**config.mk**
```make
export PLATFORM = sky130hd
export DESIGN_NAME = line_access_arbiter
export DESIGN_NICKNAME = d
export VERILOG_FILES = /design/src/rtl/line_access_arbiter.sv
export SDC_FILE = /design/constraint.sdc
export NUM_CORES = 1
export LEC_CHECK = 0
export CAP_MARGIN = 5
export CORE_MARGIN = 4
export CORE_UTILIZATION = 35
export DETAILED_ROUTE_END_ITERATION = 10
export GPL_ROUTABILITY_DRIVEN = 0
export PLACE_DENSITY_LB_ADDON = 0.1
export SLEW_MARGIN = 20
export SYNTH_ARGS = -nofsm -noshare
export SYNTH_HDL_FRONTEND = slang
export SYNTH_SLANG_ARGS = --single-unit
```
**constraint.sdc**
```tcl
create_clock -name clk -period 2.1 [get_ports clk]
set_clock_uncertainty 0.15 [all_clocks]
set_input_delay 0.42 -clock clk [delete_from_list [all_inputs] [get_ports clk]]
set_output_delay 0.42 -clock clk [all_outputs]
set_load 0.02 [all_outputs]
```
**src/rtl/line_access_arbiter.sv**
```systemverilog
// line_access_arbiter: shares one single-port cache-line memory between the
// CPU and the external/snoop requester. One full line transaction per grant
// (write, or read with fixed latency), CPU-priority arbitration with a
// starvation limit so EXT always makes forward progress. All outputs are
// registered; a transaction is IDLE -> ACCESS -> [WAIT...] -> DONE -> IDLE.
module line_access_arbiter #(
  parameter int ADDR_W    = 8,
  parameter int LINE_W    = 66,
  parameter int MEM_LAT   = 2,
  parameter int MAX_BURST = 4
) (
  input  logic              clk,
  input  logic              reset,
  input  logic              cpu_req,
  input  logic              cpu_we,
  input  logic [ADDR_W-1:0] cpu_addr,
  input  logic [LINE_W-1:0] cpu_wline,
  output logic              cpu_gnt,
  output logic              cpu_done,
  input  logic              ext_req,
  input  logic              ext_we,
  input  logic [ADDR_W-1:0] ext_addr,
  input  logic [LINE_W-1:0] ext_wline,
  output logic              ext_gnt,
  output logic              ext_done,
  output logic [LINE_W-1:0] rline,
  output logic [ADDR_W-1:0] mem_addr,
  output logic              mem_we,
  output logic [LINE_W-1:0] mem_wline,
  input  logic [LINE_W-1:0] mem_rline,
  output logic              busy
);

  localparam int CNT_W = $clog2(MAX_BURST + 1);
  localparam int LAT_W = $clog2(MEM_LAT + 1);

  typedef enum logic [1:0] {IDLE, ACCESS, WAIT, DONE} state_t;

  typedef struct packed {
    logic              we;
    logic [ADDR_W-1:0] addr;
    logic [LINE_W-1:0] wline;
  } req_t;

  state_t           state;
  logic             win_ext;     // owner of the transaction in flight
  logic             lat_we;      // latched direction of that transaction
  logic [CNT_W-1:0] starve_cnt;  // CPU grants made while EXT was waiting
  logic [LAT_W-1:0] lat_cnt;     // read cycles elapsed since ACCESS began

  logic pick_any;
  logic pick_ext;
  req_t sel;

  // Arbitration: CPU wins ties unless EXT has already sat out a full burst.
  always_comb begin
    pick_any = cpu_req | ext_req;
    pick_ext = ext_req & (~cpu_req | (starve_cnt == CNT_W'(MAX_BURST)));
    if (pick_ext) begin
      sel.we    = ext_we;
      sel.addr  = ext_addr;
      sel.wline = ext_wline;
    end else begin
      sel.we    = cpu_we;
      sel.addr  = cpu_addr;
      sel.wline = cpu_wline;
    end
  end

  // Transaction sequencer; mem_addr doubles as the latched address, and the
  // requester inputs are not looked at again until the next IDLE.
  always_ff @(posedge clk or negedge reset) begin
    if (!reset) begin
      state      <= IDLE;
      win_ext    <= 1'b0;
      lat_we     <= 1'b0;
      starve_cnt <= '0;
      lat_cnt    <= '0;
      cpu_gnt    <= 1'b0;
      cpu_done   <= 1'b0;
      ext_gnt    <= 1'b0;
      ext_done   <= 1'b0;
      rline      <= '0;
      mem_addr   <= '0;
      mem_we     <= 1'b0;
      mem_wline  <= '0;
      busy       <= 1'b0;
    end else begin
      case (state)
        IDLE: begin
          if (!ext_req) starve_cnt <= '0;
          if (pick_any) begin
            state    <= ACCESS;
            win_ext  <= pick_ext;
            lat_we   <= sel.we;
            mem_addr <= sel.addr;
            mem_we   <= sel.we;
            if (sel.we) mem_wline <= sel.wline;
            cpu_gnt  <= ~pick_ext;
            ext_gnt  <= pick_ext;
            busy     <= 1'b1;
            if (pick_ext)
              starve_cnt <= '0;
            else if (ext_req && starve_cnt != CNT_W'(MAX_BURST))
              starve_cnt <= starve_cnt + 1'b1;
          end
        end
        ACCESS: begin
          mem_we <= 1'b0;
          if (lat_we || MEM_LAT == 1) begin
            if (!lat_we) rline <= mem_rline;
            state    <= DONE;
            cpu_done <= ~win_ext;
            ext_done <= win_ext;
          end else begin
            lat_cnt <= LAT_W'(1);
            state   <= WAIT;
          end
        end
        WAIT: begin
          if (lat_cnt == LAT_W'(MEM_LAT - 1)) begin
            rline    <= mem_rline;
            state    <= DONE;
            cpu_done <= ~win_ext;
            ext_done <= win_ext;
          end else begin
            lat_cnt <= lat_cnt + 1'b1;
          end
        end
        DONE: begin
          state    <= IDLE;
          cpu_gnt  <= 1'b0;
          ext_gnt  <= 1'b0;
          cpu_done <= 1'b0;
          ext_done <= 1'b0;
          busy     <= 1'b0;
        end
        default: state <= IDLE;
      endcase
    end
  end

endmodule
```
After elaboration in Yosys (flattened, before gate mapping)
Index checks and enable logic that the tools add are counted.

Add/subtract/negate cells: 2. Equality and inequality tests: 11. Mux-type cells: 26. Bitwise gates (word level): 6. Reductions and logical operators: 14.

Operators with widths (number): $mux 75 (1); $mux 3 (4); $ne 2x2->1 const B (5); $reduce_and 2->1 (5); $mux 1 (9); $reduce_and 3->1 (3); $mux 2 (4); $pmux 1 s2 (4); $pmux 2 s4 (1); $pmux 1 s3 (2); $reduce_bool 2->1 (3); $eq 2x1->1 const B (2); $eq 2x2->1 const B (2); $pmux 2 s2 (1); $add 3x1->3 const B (1); $eq 3x3->1 const B (1); $ne 3x3->1 const B (1); $not 1->1 (3); $reduce_bool 3->1 (1); $add 2x1->2 const B (1); $logic_not 2->1 (1); $or 1x1->1 (2); $and 1x1->1 (1); $logic_and 1x1->1 (1).

Register bits after elaboration: 155. Output and inout bits: 146. Word-level logic and storage cells: 73.

Longest topological paths before layout
Gate-level depths: netlist of the first run.

Depth after elaboration: 6. Mapped depth: 9.

Least setup slack after synthesis of the first run
No wires, ideal clock.

Kind: reg2reg. From: register starve_cnt[0]. To: register mem_wline[36]. Library setup time: 125 ps. Arrival time: 1840 ps. Setup slack: -15 ps. Stages on the path, launching flop included: 9. Buffers on the path: 2. Period minus slack after synthesis: 2115 ps. Path through: dfrtp_1 -> inv_1 -> ha_1 -> a21boi_2 -> nand2b_4 -> buf_6 -> buf_2 -> mux2_2 -> mux2_2.

Longest elaborated chain between the ends: 5.

RTL lines: start, declared (line 48) `logic [CNT_W-1:0] starve_cnt;`; start signal, assigned (line 105) `starve_cnt <= starve_cnt + 1'b1;`; $eq 3x3->1 (*) (line 58) `pick_ext = ext_req & (~cpu_req | (starve_cnt == CNT_W'(MAX_BURST)));`; $or 1x1->1 (*) (line 58); $and 1x1->1 (*) (line 58); $mux 75 (*) (line 59) `if (pick_ext) begin`; $reduce_and 3->1 (no line); end signal, assigned (line 98) `if (sel.we) mem_wline <= sel.wline;`; end, declared (line 29) `output logic [LINE_W-1:0] mem_wline,`.

Every way passes the cells marked *; elsewhere a longest branch is shown, timed or not. A chain may end at the register's enable or synchronous reset.

Worst setup path after layout of the first run
From: register starve_cnt[1]. To: register mem_wline[40].

The elaborated chain is that of the path after synthesis.

==> results.yml, run 1 <==
outcome:
  outcome: "finished clean"
placed_design:
  detailedPlacementHpwl_um: 16900
  placed_area_um2: 11000
  portBuffers: 365
drt:
  total_detailed_routing_wirelength_um: 22200
  vias_per_cell: 4.72
  dr.pass1.iters: 4
  vias: 5424
  drtAntennaViolNets: 0
  drc_violations: 0
  drt-wirelength-per-cell_um: 19.3
  drt-initial-drc-count: 121
yosys:
  synthMuxAreaShare_pct: 32.8
  yosys.area.top_type_share_pct: 56.0
  syn_area_per_cell_um2: 14.4
  synth_area_leader_cell: "sky130_fd_sc_hd__dfrtp_1"
  post_synth_fa_ha_maj_area_fraction_pct: 1.45
  synth_enable_flop_cells: 0
  ys_seq_area_share_pct: 56.0
  syn-cell-area_um2: 6930
  synth.top_cells.by_count: "sky130_fd_sc_hd__mux2_2, sky130_fd_sc_hd__dfrtp_1, sky130_fd_sc_hd__nand2_1"
  synth.ff_latch_count: 155
  fraction_of_synthesized_cell_area_in_xor_and_xnor_cells_pct: 0
  synthesis.yosys.warnings: 0
  postSynthNetCount: 708
  yosys_most_used_dff: "sky130_fd_sc_hd__dfrtp_1"
  ys_top_cells_by_area: "sky130_fd_sc_hd__dfrtp_1, sky130_fd_sc_hd__mux2_2, sky130_fd_sc_hd__mux2_1, sky130_fd_sc_hd__ha_1, sky130_fd_sc_hd__nand2_1"
  synthArstFlopShare_pct: 100
  synth_simple_gate_area_share_pct: 2.40
  main_combinational_cell_family_by_area_after_synthesis: "multiplexers"
  ys_types: 33
  synth-compound-area-share_pct: 4.28
  most_frequently_used_cell_type_in_the_post_synthesis_netlist: "sky130_fd_sc_hd__mux2_2"
  syn-instance-count: 480
global_route:
  grt_first_pass_wirelength_um: 33100
  grt_max_degree: 56
  antenna_found_initial: 3
  grt_use_total_pct: 19.2
  globalRouteOverflowTotal: 0
  first_global_vias: 5961
sta:
  crit_path_time_final_ns: 2.06
  setup_tns_ns: 0
  hold_violation_count_in_the_final_report: 0
  fin_crit_sh_pct: 98.0
  max_clock_freq_ghz: 0.486
  tightestPinTransition_ns: 0.381
  hold_slack_ns: 0.312
  setup_viol: 0
  finalMaxSlewViolations: 0
  rsz_0062_raised_after_global_routing: "true"
  relative_slew_margins_pct: 74.4
final_layout:
  post-route-util_pct: 60.6
  drive_gt1_share_pct: 29.2
  flow.area_growth_from_synthesis_pct: 70.3
  fillerInstances: 1542
  insertedDiodeCount: 0
  design.final.nets: 1099
  final_cell_area_um2: 11800
flow_run:
  drv_cap: 0
die:
  core_area_um2: 19500
  initial_utilization_pct: 35.6
  die_width_um: 149
  num_rows: 51
  chipHeight_um: 149
  top_level_ports: 366
  floorplan.die_area_um2: 22100
clock_tree:
  clock_sinks: 155
  worstSkewPairLatency_ns: 0.41
  numCtsBuffers: 17
  post_cts_clock_slew_at_the_launch_and_capture_registers_of_the_worst_setup_and_hold_paths_ns: 0.07
  cts_tree: "yes"
  cts_max_path_buffers: 2
  cts_max_level: 4
  root_buffer: "sky130_fd_sc_hd__clkbuf_16"
worst_setup_path:
  worstSetupStartpointType: "register"
  critical_path_required_ns: 2.25
  crit_path_frequent_cell: "sky130_fd_sc_hd__mux2_2"
  setup.worst_path.end_class: "register"
  crit_path_max_incr_delay_ns: 0.36
  crit_fanout: 23
  critPathKind: "reg -> reg"
  timing.critical_path.cells: "inv_2, ha_4, a21boi_4, nand2b_4, buf_12, mux2_2, mux2_2"
  cell_with_the_largest_stage_delay_on_the_worst_path: "sky130_fd_sc_hd__dfrtp_1"
  crit_arrival_ns: 2.21
worst_hold_path:
  holdCritPathClass: "in -> async"
pwr:
  power.clock.fraction_pct: 17.9
  combPwrFrac_pct: 51.2
  p_int_mw: 11.0
  power.leakage_nw: 4.89
  switching_power_mw: 6.16
  power_dens_cells_nw_per_um2: 1460
  power_frac_seq_pct: 30.9
  power.switching_fraction_pct: 35.9
  vdd_ir_drop_max_mv: 0.735
routing by layer:
metal	vias to the layer above	track usage [%]	wire, µm
met1	2620	21.2	8020
met2	254	32.9	11100
met5	-	0	41
li1	2510	-	-
met3	34	9.23	2550
met4	6	5.96	464
registers in the layout (all words and copies together), names as in the netlist:
name and count:
ext_gnt 1, win_ext 1, lat_cnt 2, cpu_done 1, ext_done 1, cpu_gnt 1, lat_we 1, state 2
mem_we 1, starve_cnt 3, rline 66, mem_wline 66, busy 1, mem_addr 8
final timing paths:
| path | slack, ns | from | to | cells after the start |
|---|---|---|---|---|
| worst max-delay path | 0.04 | starve_cnt[1] | mem_wline[40] | 7 |
| worst min-delay path | 0.31 | reset | rline[6] | 2 |
| worst max register to register | 0.04 | starve_cnt[1] | mem_wline[40] | 7 |
| worst min register to register | 0.33 | mem_addr[2] | mem_addr[2] | 2 |
| max in group asynchronous | 0.84 | reset | rline[61] | 3 |
| min in group clk | 0.33 | mem_addr[2] | mem_addr[2] | 2 |
metrics by stage:
step | total power [mW] | std cells | worst slack [ns]
after detailed placement | 14.0 | 1106 | -0.358
after floorplan | 9.63 | 480 | 0.0254
after global routing | 18.1 | 1149 | -0.0379
after global placement | 13.8 | 1106 | -0.339
after CTS | 17.3 | 1143 | -0.00824
final | 17.2 | 1149 | 0.0426
worst max-delay path: cells and delay by family, from the launching register on:
kind	cells	cell delay, ns
mux	2	0.62
flops	1	0.36
buf+inv	2	0.26
simple gates	1	0.24
fa+ha+maj	1	0.16
compound gates	1	0.14
cell usage in the layout (no fill, tap or decap), drive strengths merged, types with 2 or more instances in the layout:
cell type      count
ha                 8
a21oi             10
buf               31
bufinv             2
mux2             201
a31oi              2
o2bb2ai            2
a21boi             2
dfrtp            155
clkdlybuf4s50    364
nor2b              4
clkinv             3
nor2               5
a22oi              9
clkinvlp           3
o21ai             15
nand2             21
inv               14
clkbuf            20
power by group through the flow:
stage	logic (mW)	clock network (mW)	registers (mW)
after floorplan	2.60	0	7.03
after global placement	8.55	0	5.26
after detailed placement	8.68	0	5.34
after CTS	8.78	3.17	5.32
after global routing	9.31	3.29	5.49
final	8.79	3.07	5.30
cells by family (layout without fill, tap and decap cells):
family          Yosys count  after routing
mux                     202            202
flops                   155            155
compound gates           45             45
simple gates             36             36
buf+inv                  34            438
fa+ha+maj                 8              8
layout make-up:
class	instances	area (µm²)	share of cell area [%]
Timing Repair Buffer	398	4090	34.7
Sequential cell	155	3880	32.9
Multi-Input combinational cell	291	2870	24.4
Clock buffer	18	429	3.64
Tap cell	265	332	2.81
Clock inverter	14	160	1.36
Inverter	8	30.0	0.255
what timing repair did:
action / 4_1_cts / 5_1_grt
setup endpoints to repair: 60 / 66
cloned: 1 / 3
buffers inserted: 3 / 4
pin swaps: 1 / 1
gates resized for setup: 6 / 7
endpoints found under the hold margin: 34 / 0
hold buffers: 1 / 0
Power figures use the tool's default switching activity.
==> inputs of run 2 (changes only) <==
- ABC_CLOCK_PERIOD_IN_PS: not set -> 2100
==> results of run 2 <==
No change in the layout: final DEF, timing and power equal those of run 1.
==> inputs of run 3 (changes only) <==
- ABC_CLOCK_PERIOD_IN_PS: 2100 -> 2500
- clock period: 2.1 -> 2.5 ns (I/O delays scaled with it)
==> results.yml, run 3 (synthesis results as in run 1) <==
outcome:
  outcome: "finished clean"
drt:
  total_detailed_routing_wirelength_um: 22200
  vias: 5363
  vias_per_cell: 4.73
  dr.pass1.iters: 4
  drtAntennaViolNets: 0
  drt-initial-drc-count: 158
  drt-wirelength-per-cell_um: 19.5
  drc_violations: 0
die:
  initial_utilization_pct: 35.6
  top_level_ports: 366
  core_area_um2: 19500
  num_rows: 51
  chipHeight_um: 149
  floorplan.die_area_um2: 22100
  die_width_um: 149
flow_run:
  drv_cap: 0
clock_tree:
  post_cts_clock_slew_at_the_launch_and_capture_registers_of_the_worst_setup_and_hold_paths_ns: 0.06
  worstSkewPairLatency_ns: 0.41
  numCtsBuffers: 17
  clock_sinks: 155
  postCtsSetupRepairBufs: 0
  root_buffer: "sky130_fd_sc_hd__clkbuf_16"
  cts_tree: "yes"
  cts_max_path_buffers: 2
  cts_max_level: 4
global_route:
  grt_use_total_pct: 19.7
  antenna_found_initial: 1
  first_global_vias: 6022
  globalRouteOverflowTotal: 0
  grt_max_degree: 63
  grt_first_pass_wirelength_um: 33800
worst_hold_path:
  holdCritPathClass: "reg -> reg"
  timing.hold.worst.start: "mem_addr[0]"
  min_path_cells: 2
  worst_hold_path.endpoint: "mem_addr[0]"
worst_setup_path:
  worst_r2r_end: "mem_wline[51]"
  cell_with_the_largest_stage_delay_on_the_worst_path: "sky130_fd_sc_hd__dfrtp_1"
  r2r_start: "starve_cnt[0]"
  rr_worst_depth: 7
  setup.worst_path.end_class: "register"
  crit_path_max_incr_delay_ns: 0.36
  crit_fanout: 29
  timing.critical_path.cells: "inv_1, ha_1, a21boi_2, nand2b_4, buf_12, mux2_2, mux2_1"
  critical_path_required_ns: 2.65
  setup.reg_to_reg.worst_slack_ns: 0.34
  worstSetupStartpointType: "register"
  critPathKind: "reg -> reg"
  crit_arrival_ns: 2.31
pwr:
  combPwrFrac_pct: 50.8
  p_int_mw: 9.00
  power.switching_fraction_pct: 36.0
  power.leakage_nw: 4.75
  power.clock.fraction_pct: 17.6
  vdd_ir_drop_max_mv: 0.745
  power_dens_cells_nw_per_um2: 1220
  switching_power_mw: 5.07
  power_frac_seq_pct: 31.6
placed_design:
  placed_cells: 1101
  detailedPlace.worstSlack_ns: -0.0405
  portBuffers: 365
  detailedPlacementHpwl_um: 17200
final_layout:
  insertedDiodeCount: 0
  seq_area_um2: 3880
  flow.area_growth_from_synthesis_pct: 66.5
  multi_input_area_um2: 2840
  final-instance-count-excl-fill: 1134
  leading_cell_type_in_the_layout_fill_and_taps_excluded: "sky130_fd_sc_hd__clkdlybuf4s50_1"
  fillerInstances: 1554
  design.final.nets: 1084
  mostFrequentLayoutCells: "sky130_fd_sc_hd__clkdlybuf4s50_1, sky130_fd_sc_hd__mux2_2, sky130_fd_sc_hd__dfrtp_1"
  reg.largest.list: "mem_wline x66, rline x66, mem_addr x8"
  drive_gt1_share_pct: 27.3
sta:
  hold_violation_count_in_the_final_report: 0
  crit_path_time_final_ns: 2.16
  final.setup.worst_slack_ns: 0.338
  max_clock_freq_ghz: 0.463
  setup_viol: 0
  tightestPinTransition_ns: 0.459
  fin_crit_sh_pct: 86.5
  rsz_0062_raised_after_global_routing: "false"
  relative_slew_margins_pct: 69.3
  finalMaxSlewViolations: 0
[run 3: changes by cell type in the layout (fill, tap and decap cells not counted), moves of 3 or more]
cell / previous run / this run
sky130_fd_sc_hd__buf_6: 4 / 1
sky130_fd_sc_hd__buf_4: 16 / 10
sky130_fd_sc_hd__buf_12: 11 / 7
sky130_fd_sc_hd__inv_2: 3 / 0
sky130_fd_sc_hd__inv_6: 5 / 1
sky130_fd_sc_hd__inv_1: 5 / 8
[run 3: worst max-delay path by stage]
| stage | start | slack, ns | endpoint | cells after the start |
|---|---|---|---|---|
| final | starve_cnt[0] | 0.34 | mem_wline[51] | 7 |
| after global routing | starve_cnt[0] | 0.25 | mem_wline[51] | 7 |
| after CTS | starve_cnt[0] | 0.33 | mem_wline[51] | 7 |
| after detailed placement | cpu_req | -0.04 | mem_wline[51] | 6 |
| after global placement | cpu_req | -0.02 | mem_wline[51] | 6 |
| after floorplan | starve_cnt[0] | 0.39 | mem_wline[36] | 8 |
[run 3: final cells by class]
type	instances	area share, %
Multi-Input combinational cell	291	24.6
Timing Repair Buffer	383	33.6
Inverter	8	0.260
Clock buffer	20	3.96
Clock inverter	12	1.01
Tap cell	265	2.88
Sequential cell	155	33.6
[run 3: what timing repair did]
item / CTS / global route
setup endpoints to repair: 0 / 0
resized for setup: 0 / 0
hold buffers: 1 / 0
endpoints found under the hold margin: 37 / 0
[run 3: power groups by stage]
stage	registers, mW	clock network, mW	logic (mW)
final	4.44	2.48	7.15
after global routing	4.60	2.66	7.60
after CTS	4.45	2.56	7.28
after global placement	4.41	0	7.13
after detailed placement	4.47	0	7.26
after floorplan	5.90	0	2.18
[run 3: stage by stage]
step / TNS (ns) / hold WS [ns] / utilization [%] / cell area [µm²] / total power, mW
2_1_floorplan: 0 / 0.0544 / - / 6930 / 8.09
3_3_place_gp: -0.0369 / 0.280 / 56.3 / 10900 / 11.5
3_5_place_dp: -0.328 / 0.281 / 56.3 / 10900 / 11.7
4_1_cts: 0 / 0.340 / 59.3 / 11500 / 14.3
5_1_grt: 0 / 0.359 / 59.3 / 11500 / 14.9
6_report: 0 / 0.336 / 59.3 / 11500 / 14.1
[run 3: critical path, delay by kind of cell, from the launching register on]
kind	cells	cell delay (ns)
AOI/OAI and AO/OA	1	0.20
adders and majority gates	1	0.22
buffers and inverters	2	0.27
DFF	1	0.36
muxes	2	0.63
and+or+nand+nor	1	0.21
[run 3: layer usage]
| layer | vias up | global-route usage [%] | part of all wire (%) |
|---|---|---|---|
| li1 | 2465 | - | - |
| met1 | 2612 | 21.7 | 37 |
| met2 | 255 | 34.1 | 50 |
| met3 | 29 | 8.78 | 11 |
| met4 | 2 | 6.33 | 2.3 |
| met5 | - | 0 | 0.059 |
